File: src/rtl/cuckoo_ring_scheduler_if.sv
// Bundle between time-compare/buttons and the ring scheduler:
// trigger and button inputs in, buzzer gate and status flags out.
interface cuckoo_ring_scheduler_if;
  logic       alarm_match;
  logic       alarm_enable;
  logic       hour_strobe;
  logic [3:0] hour;
  logic       dismiss;
  logic       snooze;
  logic       ring_en;
  logic       alarm_active;
  logic       chime_active;
  logic       snoozed;

  modport master (
    output alarm_match,
    output alarm_enable,
    output hour_strobe,
    output hour,
    output dismiss,
    output snooze,
    input  ring_en,
    input  alarm_active,
    input  chime_active,
    input  snoozed
  );

  modport slave (
    input  alarm_match,
    input  alarm_enable,
    input  hour_strobe,
    input  hour,
    input  dismiss,
    input  snooze,
    output ring_en,
    output alarm_active,
    output chime_active,
    output snoozed
  );
endinterface

File: src/rtl/cuckoo_ring_scheduler.sv
// Buzzer arbiter: daily alarm (snooze, dismiss, timeout) versus the
// hourly cuckoo chime; the alarm always wins.
module cuckoo_ring_scheduler #(
  parameter int TICK_DIV     = 1000,
  parameter int RING_TIMEOUT = 60,
  parameter int SNOOZE_TICKS = 300,
  parameter int CHIME_ON     = 2,
  parameter int CHIME_OFF    = 2
) (
  input  logic clk,
  input  logic reset,
  cuckoo_ring_scheduler_if.slave bus
);

  typedef enum logic [2:0] {
    Idle,
    Alarm,
    Snooze,
    ChimeOn,
    ChimeOff
  } state_t;

  localparam logic [15:0] DivLast =
    16'(TICK_DIV - 1);
  localparam logic [15:0] RingLast =
    16'(RING_TIMEOUT - 1);
  localparam logic [15:0] SnoozeLast =
    16'(SNOOZE_TICKS - 1);
  localparam logic [15:0] OnLast =
    16'(CHIME_ON - 1);
  localparam logic [15:0] OffLast =
    16'(CHIME_OFF - 1);

  state_t      state;
  state_t      nextState;
  logic [15:0] divCnt;
  logic [15:0] tickCnt;
  logic [15:0] lastTick;
  logic        tick;
  logic        done;
  logic [3:0]  calls;
  logic [3:0]  callsNext;
  logic [3:0]  pendHour;
  logic [3:0]  pendHourNext;
  logic [3:0]  hourFix;
  logic        pend;
  logic        pendNext;
  logic        src;
  logic        srcQ;
  logic        trigPulse;
  logic        ringEn;
  logic        alarmAct;
  logic        chimeAct;
  logic        snoozeAct;
  logic        ringEnD;
  logic        alarmActD;
  logic        chimeActD;
  logic        snoozeActD;

  assign src  = bus.alarm_match & bus.alarm_enable;
  assign tick = (divCnt == DivLast);
  assign done = tick && (tickCnt == lastTick);

  assign hourFix =
    (bus.hour == 4'd0 || bus.hour > 4'd12)
      ? 4'd12 : bus.hour;

  always_comb begin
    lastTick = '0;
    unique case (state)
      Alarm:    lastTick = RingLast;
      Snooze:   lastTick = SnoozeLast;
      ChimeOn:  lastTick = OnLast;
      ChimeOff: lastTick = OffLast;
      default:  lastTick = '0;
    endcase
  end

  always_ff @(posedge clk) begin
    if (reset) begin
      state <= Idle;
    end else begin
      state <= nextState;
    end
  end

  // Divider restarts on every state change so each
  // state sees its first tick a full period after entry.
  always_ff @(posedge clk) begin
    if (reset) begin
      divCnt  <= '0;
      tickCnt <= '0;
    end else if (nextState != state) begin
      divCnt  <= '0;
      tickCnt <= '0;
    end else if (tick) begin
      divCnt  <= '0;
      tickCnt <= tickCnt + 16'd1;
    end else begin
      divCnt  <= divCnt + 16'd1;
    end
  end

  always_ff @(posedge clk) begin
    if (reset) begin
      srcQ      <= 1'b0;
      trigPulse <= 1'b0;
      calls     <= '0;
      pend      <= 1'b0;
      pendHour  <= '0;
    end else begin
      srcQ      <= src;
      trigPulse <= src & ~srcQ;
      calls     <= callsNext;
      pend      <= pendNext;
      pendHour  <= pendHourNext;
    end
  end

  always_comb begin
    nextState    = state;
    callsNext    = calls;
    pendNext     = pend;
    pendHourNext = pendHour;
    unique case (state)
      Idle: begin
        if (trigPulse) begin
          nextState = Alarm;
          if (bus.hour_strobe) begin
            pendNext     = 1'b1;
            pendHourNext = hourFix;
          end
        end else if (bus.hour_strobe || pend) begin
          nextState = ChimeOn;
          callsNext = bus.hour_strobe
                        ? hourFix : pendHour;
          pendNext  = 1'b0;
        end
      end
      Alarm: begin
        if (bus.hour_strobe) begin
          pendNext     = 1'b1;
          pendHourNext = hourFix;
        end
        if (bus.dismiss || !bus.alarm_enable)
          nextState = Idle;
        else if (bus.snooze)
          nextState = Snooze;
        else if (done)
          nextState = Idle;
      end
      Snooze: begin
        if (bus.hour_strobe) begin
          pendNext     = 1'b1;
          pendHourNext = hourFix;
        end
        if (bus.dismiss || !bus.alarm_enable)
          nextState = Idle;
        else if (done)
          nextState = Alarm;
      end
      ChimeOn: begin
        if (trigPulse) begin
          nextState = Alarm;
        end else if (bus.dismiss) begin
          nextState = Idle;
          pendNext  = 1'b0;
        end else if (done) begin
          nextState = ChimeOff;
        end
      end
      ChimeOff: begin
        if (trigPulse) begin
          nextState = Alarm;
        end else if (bus.dismiss) begin
          nextState = Idle;
          pendNext  = 1'b0;
        end else if (done) begin
          callsNext = calls - 4'd1;
          nextState = (calls == 4'd1)
                        ? Idle : ChimeOn;
        end
      end
      default: nextState = Idle;
    endcase
  end

  always_comb begin
    ringEnD    = (nextState == Alarm) ||
                 (nextState == ChimeOn);
    alarmActD  = (nextState == Alarm) ||
                 (nextState == Snooze);
    chimeActD  = (nextState == ChimeOn) ||
                 (nextState == ChimeOff);
    snoozeActD = (nextState == Snooze);
  end

  always_ff @(posedge clk) begin
    if (reset) begin
      ringEn    <= 1'b0;
      alarmAct  <= 1'b0;
      chimeAct  <= 1'b0;
      snoozeAct <= 1'b0;
    end else begin
      ringEn    <= ringEnD;
      alarmAct  <= alarmActD;
      chimeAct  <= chimeActD;
      snoozeAct <= snoozeActD;
    end
  end

  assign bus.ring_en      = ringEn;
  assign bus.alarm_active = alarmAct;
  assign bus.chime_active = chimeAct;
  assign bus.snoozed      = snoozeAct;

endmodule

File: src/flat_wrapper.sv
// flat-port wrapper written by rule: the top's interface ports become plain ports
module cuckoo_ring_scheduler_flat 
#(
  parameter int TICK_DIV     = 1000,
  parameter int RING_TIMEOUT = 60,
  parameter int SNOOZE_TICKS = 300,
  parameter int CHIME_ON     = 2,
  parameter int CHIME_OFF    = 2
)
  (clk, reset, bus_alarm_match, bus_alarm_enable, bus_hour_strobe, bus_hour, bus_dismiss, bus_snooze, bus_ring_en, bus_alarm_active, bus_chime_active, bus_snoozed);
  cuckoo_ring_scheduler_if bus_i ();
  input  logic clk;
  input  logic reset;
  input wire logic [$bits(bus_i.alarm_match)-1:0] bus_alarm_match;
  input wire logic [$bits(bus_i.alarm_enable)-1:0] bus_alarm_enable;
  input wire logic [$bits(bus_i.hour_strobe)-1:0] bus_hour_strobe;
  input wire logic [$bits(bus_i.hour)-1:0] bus_hour;
  input wire logic [$bits(bus_i.dismiss)-1:0] bus_dismiss;
  input wire logic [$bits(bus_i.snooze)-1:0] bus_snooze;
  output wire logic [$bits(bus_i.ring_en)-1:0] bus_ring_en;
  output wire logic [$bits(bus_i.alarm_active)-1:0] bus_alarm_active;
  output wire logic [$bits(bus_i.chime_active)-1:0] bus_chime_active;
  output wire logic [$bits(bus_i.snoozed)-1:0] bus_snoozed;
  assign bus_i.alarm_match = bus_alarm_match;
  assign bus_i.alarm_enable = bus_alarm_enable;
  assign bus_i.hour_strobe = bus_hour_strobe;
  assign bus_i.hour = bus_hour;
  assign bus_i.dismiss = bus_dismiss;
  assign bus_i.snooze = bus_snooze;
  assign bus_ring_en = bus_i.ring_en;
  assign bus_alarm_active = bus_i.alarm_active;
  assign bus_chime_active = bus_i.chime_active;
  assign bus_snoozed = bus_i.snoozed;
  cuckoo_ring_scheduler #(.TICK_DIV(TICK_DIV), .RING_TIMEOUT(RING_TIMEOUT), .SNOOZE_TICKS(SNOOZE_TICKS), .CHIME_ON(CHIME_ON), .CHIME_OFF(CHIME_OFF)) u_core (.clk(clk), .reset(reset), .bus(bus_i));
endmodule
File: config.mk
export PLATFORM = sky130hd
export DESIGN_NAME = cuckoo_ring_scheduler_flat
export DESIGN_NICKNAME = d
export VERILOG_FILES = /design/src/rtl/cuckoo_ring_scheduler_if.sv /design/src/rtl/cuckoo_ring_scheduler.sv /design/src/flat_wrapper.sv
export SDC_FILE = /design/constraint.sdc
export NUM_CORES = 1
export LEC_CHECK = 0
export BUFFER_PORTS_ARGS = -buffer_cell sky130_fd_sc_hd__buf_4
export CORE_MARGIN = 2
export CORE_UTILIZATION = 45
export CTS_BUF_LIST = sky130_fd_sc_hd__clkbuf_8
export DETAILED_ROUTE_END_ITERATION = 16
export PLACE_DENSITY = 0.61
export SLEW_MARGIN = 20
export SYNTH_ARGS = -nofsm -noshare
export SYNTH_HDL_FRONTEND = slang
export SYNTH_SLANG_ARGS = --single-unit
File: constraint.sdc
create_clock -name clk -period 4.6 [get_ports clk]
set_input_delay 0.46 -clock clk [delete_from_list [all_inputs] [get_ports clk]]
set_output_delay 0.46 -clock clk [all_outputs]
set_load 0.02 [all_outputs]
**After elaboration in Yosys (flattened, before gate mapping)**

Index checks and enable logic that the tools add are counted.

- Add/subtract/negate cells: 3
- Order comparisons: 1
- Eq/ne operators: 21
- Multiplexer cells: 32
- Bitwise gates (word level): 3
- Reduce and logical (&&, ||, !) cells: 20

Operators by type and width:

| cell | number |
|---|---|
| 3-bit 2-to-1 mux | 13 |
| 16-bit by 1-bit adder with 16-bit output (second input constant) | 2 |
| 4-bit 2-to-1 mux | 8 |
| 9-bit one-hot mux with 3 select lines | 1 |
| 16-bit by 10-bit == test with 1-bit output (second input constant) | 1 |
| 16-bit by 9-bit == test with 1-bit output | 1 |
| 4-bit one-hot mux with 2 select lines | 2 |
| 3-bit one-hot mux with 5 select lines | 1 |
| 3-bit by 2-bit == test with 1-bit output (second input constant) | 4 |
| 2-bit by 1-bit != test with 1-bit output (second input constant) | 4 |
| 2-bit != test (second input constant) | 4 |
| 3-bit by 1-bit == test with 1-bit output (second input constant) | 2 |
| 3-bit == test (second input constant) | 2 |
| 1-bit logical OR | 6 |
| 6-bit AND reduction | 1 |
| 2-bit OR reduction | 3 |
| 1-bit 2-to-1 mux | 5 |
| 4-bit by 1-bit == test with 1-bit output (second input constant) | 1 |
| 4-bit > comparator (second input constant) | 1 |
| 4-bit zero test | 1 |
| 4-bit AND reduction | 1 |
| 2-bit nonzero test | 2 |
| 4-bit by 1-bit subtractor with 4-bit output (second input constant) | 1 |
| 3-bit zero test | 1 |
| 11 further kinds | 12 |

- Bits in registers: 50
- Output and inout bits: 4

**Logic depth before layout (Yosys ltp)**

- Word-level depth: 11
- Mapped depth: 10
- Gate-level depth less buffers: 9

**Least setup slack after synthesis**

Ideal clock, no wire load.

- Path kind: register to register
- From: register u_core.divCnt[13]
- To: register u_core.divCnt[14]
- Library setup time: 132 ps
- Arrival time: 2,549 ps
- Required time: 4,468 ps
- Path slack: 1,919 ps
- Stages on the path, launching flop included: 9
- Buffers on the path: 1
- Clock period less this slack: 2,681 ps
- Cells stage by stage: dfxtp_1 > or4_4 > nor4_4 > and3_1 > nand4_4 > mux2_4 > mux2i_4 > buf_6 > nor3_1

- Cells in the longest elaborated chain, start to end: 8
- Elaborated cells on any way between the ends: 17

RTL lines:

| element | RTL line | text |
|---|---|---|
| from (decl) | cuckoo_ring_scheduler.sv:36 | `logic [15:0] divCnt;` |
| from (signal assigned) | cuckoo_ring_scheduler.sv:100 | `divCnt <= divCnt + 16'd1;` |
| 16-bit by 10-bit == test with 1-bit output | cuckoo_ring_scheduler.sv:61 | `assign tick = (divCnt == DivLast);` |
| 1-bit logical AND | cuckoo_ring_scheduler.sv:62 | `assign done = tick && (tickCnt == lastTick);` |
| 3-bit 2-to-1 mux, on equally long branches | cuckoo_ring_scheduler.sv:178, cuckoo_ring_scheduler.sv:149, cuckoo_ring_scheduler.sv:168 |  |
| 3-bit 2-to-1 mux, on equally long branches | cuckoo_ring_scheduler.sv:175, cuckoo_ring_scheduler.sv:147, cuckoo_ring_scheduler.sv:165 |  |
| 3-bit 2-to-1 mux, on equally long branches | cuckoo_ring_scheduler.sv:173, cuckoo_ring_scheduler.sv:145, cuckoo_ring_scheduler.sv:163 |  |
| 3-bit one-hot mux with 5 select lines | cuckoo_ring_scheduler.sv:125 | `unique case (state)` |
| 3-bit != test | cuckoo_ring_scheduler.sv:93 | `end else if (nextState != state) begin` |
| 3-bit OR reduction (no line) | - |  |

Several ways; a longest one is shown, not always the timed one.
A chain may end at the register's enable or synchronous reset.

**Worst setup path in the final report**

- From: register u_core.divCnt[12]
- To: register u_core.divCnt[3]

- Cells in the longest elaborated chain, start to end: 8
- Elaborated cells on any way between the ends: 16

RTL lines:

| element | RTL line |
|---|---|
| 16-bit by 10-bit == test with 1-bit output * | cuckoo_ring_scheduler.sv:61 |
| 1-bit logical AND | cuckoo_ring_scheduler.sv:62 |
| 3-bit 2-to-1 mux, on equally long branches | cuckoo_ring_scheduler.sv:178, cuckoo_ring_scheduler.sv:149, cuckoo_ring_scheduler.sv:168 |
| 3-bit 2-to-1 mux, on equally long branches | cuckoo_ring_scheduler.sv:175, cuckoo_ring_scheduler.sv:147, cuckoo_ring_scheduler.sv:165 |
| 3-bit 2-to-1 mux, on equally long branches | cuckoo_ring_scheduler.sv:173, cuckoo_ring_scheduler.sv:145, cuckoo_ring_scheduler.sv:163 |
| 3-bit one-hot mux with 5 select lines | cuckoo_ring_scheduler.sv:125 |
| 3-bit != test | cuckoo_ring_scheduler.sv:93 |
| 3-bit OR reduction (no line) * | - |

Every way passes the cells marked *; elsewhere a longest branch is shown, timed or not.

==> reports/metrics.yaml <==
global_routing:
  met3_usage_pct: 3.556
  antenna_found_initial: 0
  grt-busiest-layer: "met2"
  grt_pass1_vias: 2080
  grt_pass1_wl_um: 9315
  grtUsageTotal_pct: 17.67
  met2_usage_pct: 29.02
  globalRouteOverflowTotal: 0
  use_met1_pct: 23.21
  grt_start_max_net_pins: 33
drt:
  drtPass1Iterations: 4
  drc: 0
  ant_nets: 0
  drtIter0Drc: 93
  wl_um: 5375
  num_vias: 2227
  wl_per_cell_um: 13.44
  post_drt_via_cell_ratio: 5.568
job:
  drv_cap: 0
synth:
  synth-warning-count: 0
  muxShareOfSynthArea_pct: 5.256
  synthTopCellsByArea: "dfxtp_1 37%, nor3_1 7.3%, xor2_1 6.5%"
  synth.avg_cell_area_um2: 8.407
  yosys.area_share.simple_pct: 31.07
  synth_xor_xnor_area_share_pct: 10.74
  synth_compound_area_share_pct: 9.953
  synth_top_area_share_pct: 37.21
  synth_top_area_cell: "dfxtp_1"
  async_flop_share_pct: 0
  synthCells: 320
  synth_top_family_by_area: "simple AND/OR/NAND/NOR gates"
  ys_ff_latch: 50
  synth-edff-count: 0
  synth-adder-area-share_pct: 1.860
  netlist-cell-type-count: 51
  seq_area_frac_synth_pct: 37.21
  syn-num-nets: 335
  synth_area_mm2: 0.002690
  synth-main-ff-cell: "dfxtp_1"
timing:
  period_share_pct: 70.24
  finalSetupViolations: 0
  slew_viol_final: 0
  rsz0062_at_grt: "no"
  fmax_ghz: 0.3095
  skew_ns: 0.006785
  worst_slew_pin_slew_ns: 1.044
  finalSetupTns_ns: 0
  period_needed_ns: 3.231
  hold_viol: 0
  slew_headroom_pct: 30.38
cts:
  clockBufferDepth: 2
  path_clk_slew_ns: 0.10
  cts.sinks: 50
  clkLatencyLatePin_ns: 0.30
  cts-buffers-inserted: 5
  cts_resized: 0
  cts_tree: "built"
  htreeDepth: 2
  cts_hold_buf: 0
  cts-root-buf: "clkbuf_8"
  post_cts_buffers: 0
critical_path:
  crit_fanout: 25
  critPathLaunchType: "flip-flop"
  cp-end-kind: "flip-flop"
  cp.required_ns: 4.75
  arrival_ns: 3.38
  crit_type: "flip-flop to flip-flop"
cells_and_area:
  nets: 339
  layout-drive-gt1-share_pct: 9.538
  n_fill_cell: 601
  instances_no_fill: 400
  syn_to_final_growth_pct: 8.140
  antenna_cells: 0
floorplan:
  std_cell_rows: 28
  core_area_mm2: 0.005851
  die-area_mm2: 0.006612
  io_pins: 15
  die_x_um: 81.32
  die_y_um: 81.32
  start_util_pct: 45.98
pwr:
  p_leak_nw: 1.059
  peakVddDrop_mv: 0.1570
  power_density_mw_per_mm2: 323.0
min_path:
  hold_path.class: "flip-flop to flip-flop"
placed_design:
  place_hpwl_um: 3693
  portBuffers: 14
  gp_congestion: 0.8245
  place_inst: 392
run_status:
  run_status: "finished, final reports clean"
## per-stage QoR
stage	hold slack, ns	cell area [um2]	power [W]	worst slack [ns]	utilization (%)
2_1_floorplan	0.3674	2690	0.0006319	1.919	-
3_3_place_gp	0.3751	2810	0.0006715	1.478	48.03
3_5_place_dp	0.3824	2810	0.0006723	1.379	48.03
4_1_cts	0.3960	2909	0.0009531	1.369	49.72
5_1_grt	0.4122	2909	0.0009903	1.163	49.72
6_report	0.3927	2909	0.0009395	1.369	49.72
## state kept, by name (all words and copies together), names as in the netlist
| signal | flops |
|---|---|
| u_core.bus.snoozed | 1 |
| u_core.pend | 1 |
| u_core.pendHour | 4 |
| u_core.bus.ring_en | 1 |
| u_core.bus.alarm_active | 1 |
| u_core.tickCnt | 16 |
| u_core.calls | 4 |
| u_core.srcQ | 1 |
| u_core.bus.chime_active | 1 |
| u_core.divCnt | 16 |
| u_core.state | 3 |
| u_core.trigPulse | 1 |
## metal layers
layer	vias to the layer above	share of wire [%]
met5	-	0
met4	0	1.2
met3	6	3.0
met2	28	46
met1	1054	50
li1	1139	-
## cells in the mapped netlist (all sizes together) (4+ instances only)
| library cell | number |
|---|---|
| a21oi | 14 |
| and3 | 10 |
| clkbuf | 15 |
| dfxtp | 50 |
| ha | 4 |
| inv | 7 |
| mux2i | 11 |
| nand2 | 23 |
| nand3 | 14 |
| nand4 | 4 |
| nor2 | 28 |
| nor2b | 7 |
| nor3 | 39 |
| nor3b | 6 |
| nor4 | 5 |
| o21ai | 11 |
| xnor2 | 13 |
| xor2 | 20 |
## logic make-up after synthesis
kind of cell | Yosys count
compound gates | 43
xor+xnor | 33
mux | 12
flops | 50
buf+inv | 24
simple gates | 154
fa+ha+maj | 4
## where the power goes
| group | total, W | switching, W | internal, W |
|---|---|---|---|
| Clock | 0.000278 | 0.000154 | 0.000124 |
| Sequential | 0.000473 | 0.0000217 | 0.000452 |
| Combinational | 0.000188 | 0.000116 | 0.0000722 |
| Total | 0.000940 | 0.000292 | 0.000648 |
## cell type report
cell class | count | area, um2 | area share, %
clock buffer | 6 | 82.58 | 2.839
clock inverter | 2 | 16.27 | 0.5591
inverter | 7 | 26.28 | 0.9032
multi-input combinational | 246 | 1584 | 54.45
sequential | 50 | 1001 | 34.41
tap | 75 | 93.84 | 3.226
timing repair buffer | 14 | 105.1 | 3.613
## critical path, stage by stage, from the launching register on
cell and delay (ns):
dfxtp_1 0.36, or4_4 0.53, nor4_4 0.49, and3_1 0.34, nand4_4 0.15, mux2_4 0.41
mux2i_4 0.65, nor4_1 0.13
## final timing paths
kind	startpoint	to	slack (ns)	depth (start not counted)
hold / removal	u_core.srcQ	u_core.trigPulse	0.39	1
setup / recovery	u_core.divCnt[12]	u_core.divCnt[3]	1.37	7
setup reg to reg	u_core.divCnt[12]	u_core.divCnt[3]	1.37	7
hold reg to reg	u_core.srcQ	u_core.trigPulse	0.39	1
## cell usage in the layout, fill, tap and decap left out, types with 2 or more instances in the layout
cell / n
nand4_1: 3
and3_1: 10
or3_1: 2
nand2b_1: 2
nand3_1: 14
buf_4: 14
inv_1: 7
nor4_1: 4
nor3_1: 39
a211o_1: 2
a31oi_1: 3
nand2_1: 23
o32ai_1: 2
nor2b_1: 7
and2_1: 2
and2b_1: 2
xor2_1: 20
o21ai_0: 10
ha_1: 4
xnor2_1: 13
a21oi_1: 14
clkbuf_8: 6
nor3b_1: 6
mux2i_1: 9
dfxtp_1: 50
and4_1: 3
nor2_1: 28
(Power assumes the default switching activity.)
